### src/rtl/bin2bcd_pkg.sv
// Shared types and constants for the sequential binary-to-BCD converter.
package bin2bcd_pkg;

  typedef enum logic [1:0] {
    IDLE  = 2'd0,
    SHIFT = 2'd1,
    DONE  = 2'd2
  } state_e;

  localparam int BCD_DIGIT_W = 4;
  localparam int ADD3_THRESH = 5;

  // Smallest digit count D such that 10^D exceeds the largest width-bit value.
  function automatic int min_digits(input int width);
    longint unsigned max_v;
    longint unsigned pow10;
    int              d;
    max_v = (64'd1 << width) - 64'd1;
    pow10 = 64'd1;
    d     = 0;
    for (int i = 0; i < 20; i++) begin
      if (pow10 <= max_v) begin
        pow10 = pow10 * 64'd10;
        d++;
      end
    end
    return d;
  endfunction

endpackage

### src/rtl/bcd_digit_adj.sv
// Single BCD digit add-3 correction applied before each double-dabble shift.
module bcd_digit_adj
  import bin2bcd_pkg::*;
(
  input  logic [BCD_DIGIT_W-1:0] digit_i,
  output logic [BCD_DIGIT_W-1:0] digit_o
);

  localparam logic [BCD_DIGIT_W-1:0] THRESH = BCD_DIGIT_W'(ADD3_THRESH);
  localparam logic [BCD_DIGIT_W-1:0] ADD3   = BCD_DIGIT_W'(3);

  assign digit_o = (digit_i >= THRESH) ? digit_i + ADD3 : digit_i;

endmodule

### src/rtl/bin2bcd_seq.sv
// Sequential double-dabble binary-to-BCD converter, one bit per cycle.
// Optional two's-complement input support via macro BIN2BCD_SIGNED_EN.
module bin2bcd_seq
  import bin2bcd_pkg::*;
#(
  parameter int WIDTH  = 8,
  parameter int DIGITS = 3
) (
  input  logic                        clk,
  input  logic                        rst_n,
  input  logic                        in_valid,
  output logic                        in_ready,
  input  logic [WIDTH-1:0]            in_data,
  output logic                        out_valid,
  input  logic                        out_ready,
  output logic [BCD_DIGIT_W*DIGITS-1:0] out_bcd,
  output logic                        out_neg,
  output logic                        busy
);

  localparam int BCD_W = BCD_DIGIT_W * DIGITS;
  localparam int CNT_W = $clog2(WIDTH + 1);
  localparam logic [CNT_W-1:0] CNT_LAST = CNT_W'(WIDTH - 1);

  // Largest signed magnitude is 2^(WIDTH-1), never a power of ten, so the
  // WIDTH-1 bit digit count already covers it.
`ifdef BIN2BCD_SIGNED_EN
  localparam int REQ_DIGITS = min_digits(WIDTH - 1);
`else
  localparam int REQ_DIGITS = min_digits(WIDTH);
`endif

  generate
    if (WIDTH < 2 || WIDTH > 32) begin : g_bad_width
      $error("bin2bcd_seq: WIDTH must be in 2..32");
    end
    if (DIGITS < REQ_DIGITS) begin : g_bad_digits
      $error("bin2bcd_seq: DIGITS too small for WIDTH");
    end
  endgenerate

  state_e           state_q, state_d;
  logic [BCD_W-1:0] acc_q, acc_d, acc_adj;
  logic [WIDTH-1:0] opnd_q, opnd_d, in_mag;
  logic [CNT_W-1:0] cnt_q, cnt_d;
  logic             neg_q, neg_d, in_neg;

`ifdef BIN2BCD_SIGNED_EN
  logic signed [WIDTH-1:0] in_s;
  assign in_s   = $signed(in_data);
  assign in_neg = in_s[WIDTH-1];
  assign in_mag = in_neg ? $unsigned(-in_s) : in_data;
`else
  assign in_neg = 1'b0;
  assign in_mag = in_data;
`endif

  generate
    for (genvar g = 0; g < DIGITS; g++) begin : g_adj
      bcd_digit_adj u_adj (
        .digit_i (acc_q[g*BCD_DIGIT_W +: BCD_DIGIT_W]),
        .digit_o (acc_adj[g*BCD_DIGIT_W +: BCD_DIGIT_W])
      );
    end
  endgenerate

  always_comb begin
    state_d = state_q;
    acc_d   = acc_q;
    opnd_d  = opnd_q;
    cnt_d   = cnt_q;
    neg_d   = neg_q;
    case (state_q)
      IDLE: begin
        if (in_valid) begin
          opnd_d  = in_mag;
          acc_d   = '0;
          cnt_d   = '0;
          neg_d   = in_neg;
          state_d = SHIFT;
        end
      end
      SHIFT: begin
        {acc_d, opnd_d} = {acc_adj, opnd_q} << 1;
        cnt_d = cnt_q + CNT_W'(1);
        if (cnt_q == CNT_LAST) begin
          state_d = DONE;
        end
      end
      DONE: begin
        if (out_ready) begin
          state_d = IDLE;
        end
      end
      default: state_d = IDLE;
    endcase
  end

  always_ff @(posedge clk or negedge rst_n) begin
    if (!rst_n) begin
      state_q <= IDLE;
      acc_q   <= '0;
      opnd_q  <= '0;
      cnt_q   <= '0;
      neg_q   <= 1'b0;
    end else begin
      state_q <= state_d;
      acc_q   <= acc_d;
      opnd_q  <= opnd_d;
      cnt_q   <= cnt_d;
      neg_q   <= neg_d;
    end
  end

  // In unsigned builds neg_d is always 0, so out_neg stays tied low.
  assign in_ready  = (state_q == IDLE);
  assign out_valid = (state_q == DONE);
  assign busy      = (state_q != IDLE);
  assign out_bcd   = acc_q;
  assign out_neg   = neg_q;

endmodule

### config.mk
export PLATFORM = sky130hd
export DESIGN_NAME = bin2bcd_seq
export DESIGN_NICKNAME = d
export VERILOG_FILES = /design/src/rtl/bin2bcd_pkg.sv /design/src/rtl/bcd_digit_adj.sv /design/src/rtl/bin2bcd_seq.sv
export SDC_FILE = /design/constraint.sdc
export NUM_CORES = 1
export LEC_CHECK = 0
export BUFFER_PORTS_ARGS = -buffer_cell sky130_fd_sc_hd__buf_2
export CAP_MARGIN = 30
export CORE_MARGIN = 1
export CORE_UTILIZATION = 49
export DETAILED_ROUTE_END_ITERATION = 10
export PLACE_DENSITY = 0.87
export RECOVER_POWER = 100
export SLEW_MARGIN = 25
export SYNTH_ARGS = -nofsm -noshare
export SYNTH_HDL_FRONTEND = slang
export SYNTH_HIERARCHICAL = 1
export SYNTH_SLANG_ARGS = --single-unit
### constraint.sdc
create_clock -name clk -period 1.4 [get_ports clk]
set_input_delay 0.07 -clock clk [delete_from_list [all_inputs] [get_ports clk]]
set_output_delay 0.07 -clock clk [all_outputs]
set_load 0.05 [all_outputs]
==> flow_summary.toml <==
[outcome]
status = "finished, final reports clean"

[worst_hold_path]
min_to = "opnd_q[7]"
hold_class = "in -> reg"
whs_path_depth = 3
holdCritStartpoint = "in_data[7]"

[timing]
finalCritPeriodShare_pct = 97.43
slew-limit-headroom_pct = 55.89
layout_setup_ws_ns = 0.03604
holdWs_ns = 0.03291
maxSlewViolCount = 0
fin_setup_tns_ns = 0
rsz0062_at_grt = "true"
skew_ns = 0.001692
max_freq_mhz = 733.2
hold_viol_final = 0
finalSetupViolations = 0
tightest_slew_ns = 0.6617
period_needed_ns = 1.364

[yosys]
syn_area_mm2 = 0.001433
synth_cells = 140
yosysWarnings = 6
syn_nets = 159
avgSynthCellArea_um2 = 10.23

[power]
p_sw_mw = 2.143
switching_share_pct = 46.79
finalPower_mw = 4.579
p_per_area_mw_per_mm2 = 2479
seqPwrFrac_pct = 31.2
clkPwrFrac_pct = 8.2
comb_power_share_pct = 60.6
leakagePower_nw = 0.8653
p_int_mw = 2.436
ir_drop_v = 0.001784

[critical_path]
worst-setup-path-type = "reg -> reg"
reg2reg_depth = 5
worstPathCellList = "ha_2 -> nand2b_4 -> a21oi_4 -> mux2i_1 -> a22o_1"
r2r_start = "out_bcd[8]"
critical_path_buf_inv_count = 0
r2r_end = "out_bcd[10]"
arrival_ns = 1.63
cp.required_ns = 1.67
crit_path_max_fanout = 5
max_stage_delay_ns = 0.47
end_kind = "flop"
cp_slowest_cell = "dfrtp_2"
reg2reg_slack_ns = 0.04
worst_setup_path_start_kind = "flop"
cp_top_family = "flip-flops"

[cts]
clock_latency_ns = 0.31
htreeDepth = 1
cts_sinks = 26
max-clock-path-buffers = 2
cts_made_buffers = 3
cts.clk_slew.worst_paths_ns = 0.14
cts-root-buf = "clkbuf_4"
cts_tree = "yes"

[detailed_routing]
met1_length_mm = 1.433
wl_per_cell_um = 15.19
routed_wl_mm = 3.190
routed-wl-met2_mm = 1.651
first_pass_iters = 4
first_iter_violations = 46
vias_per_cell = 5.581
dr_total_vias = 1172
post-route-drc-count = 0
wl_met3_um = 91
highest_layer = "met4"
drtAntennaViolNets = 0

[layout]
post-route-util_pct = 66.97
final_common_cell = "nand2_1"
syn2layout_area_growth_pct = 28.91
drive_above_1_share_pct = 41.90
final_cell_mix = "nand2_1 (19), dfrtp_1 (18), buf_2 (18)"
antenna_cells = 0
multi_input_area_um2 = 777.0
seq_area_um2 = 660.6
num-fill-cells = 236
layout.nets = 199

[floorplanning]
initial_core_util_pct = 51.95
row_count = 19
dieArea_mm2 = 0.003144
core_mm2 = 0.002758
pin_count = 28
die_width_um = 56.07
die_h_um = 56.07

[placement]
post-place-ws_ns = 0.04359
dpl.hpwl_mm = 2.057
portBuffers = 26
gp_congestion = 0.7502

[global_route]
grt_max_degree = 27
gr-total-overflow = 0
antenna_found_initial = 0
grt_pass1_wl_mm = 5.078
grt_use_total_pct = 20.47
grt_pass1_vias = 1134

[flow_run]
drv_cap = 0
## power groups by stage
stage	Combinational (mW)	Clock, mW	Sequential (mW)
after global placement	2.38	0	1.42
after detailed placement	2.48	0	1.45
final	2.78	0.377	1.43
after global routing	3.00	0.420	1.47
after floorplan	1.56	0	1.88
after CTS	2.55	0.394	1.43
## routing by layer
metal,vias to the layer above,global-route usage [%]
met4,0,5.226
met1,575,25.57
li1,562,-
met2,33,37.59
met3,2,2.093
met5,-,0
## sequential cells by signal (all words and copies together) (netlist names)
signal   cells
state_q      2
out_bcd     12
opnd_q       8
cnt_q        4
## worst reg2reg max path, delay by kind of cell, from the launching register on
kind	cells	cell delay, ns
AO/OA/AOI/OAI	2	0.31
adder cells (fa/ha/maj)	1	0.19
flip-flops	1	0.47
multiplexers	1	0.20
AND/OR/NAND/NOR	1	0.14
## through the flow
stage | instance area, um^2 | std cells
final | 1847 | 210
after global routing | 1847 | 210
after CTS | 1755 | 205
after detailed placement | 1655 | 195
after global placement | 1655 | 195
after floorplan | 1503 | 140
## how the worst max path moves through the flow
stage,startpoint,to,slack [ns],cells after the start
finish,out_bcd[8],out_bcd[10],0.04,5
global route,out_bcd[8],out_bcd[10],-0.04,5
CTS,state_q[0],busy,0.005,2
detailed placement,out_bcd[4],out_bcd[6],0.04,6
global placement,out_bcd[4],out_bcd[6],0.09,6
floorplan,out_bcd[1],out_bcd[2],-0.04,6
## what timing repair did
item                                    4_1_cts  5_1_grt
gates cloned                                  0        0
endpoints found under the setup margin        3       10
hold buffers                                  3        0
gates resized for setup                       5       10
pin swaps                                     0        1
hold endpoints to repair                     28        0
buffers inserted                              3        5
## layout make-up
| class | instances | share of cell area [%] |
|---|---|---|
| Sequential cell | 26 | 35.77 |
| Inverter | 9 | 1.965 |
| Timing Repair Buffer | 43 | 16.12 |
| Tap cell | 31 | 2.100 |
| Clock buffer | 4 | 1.965 |
| Multi-Input combinational cell | 97 | 42.07 |
(Power assumes the default switching activity.)
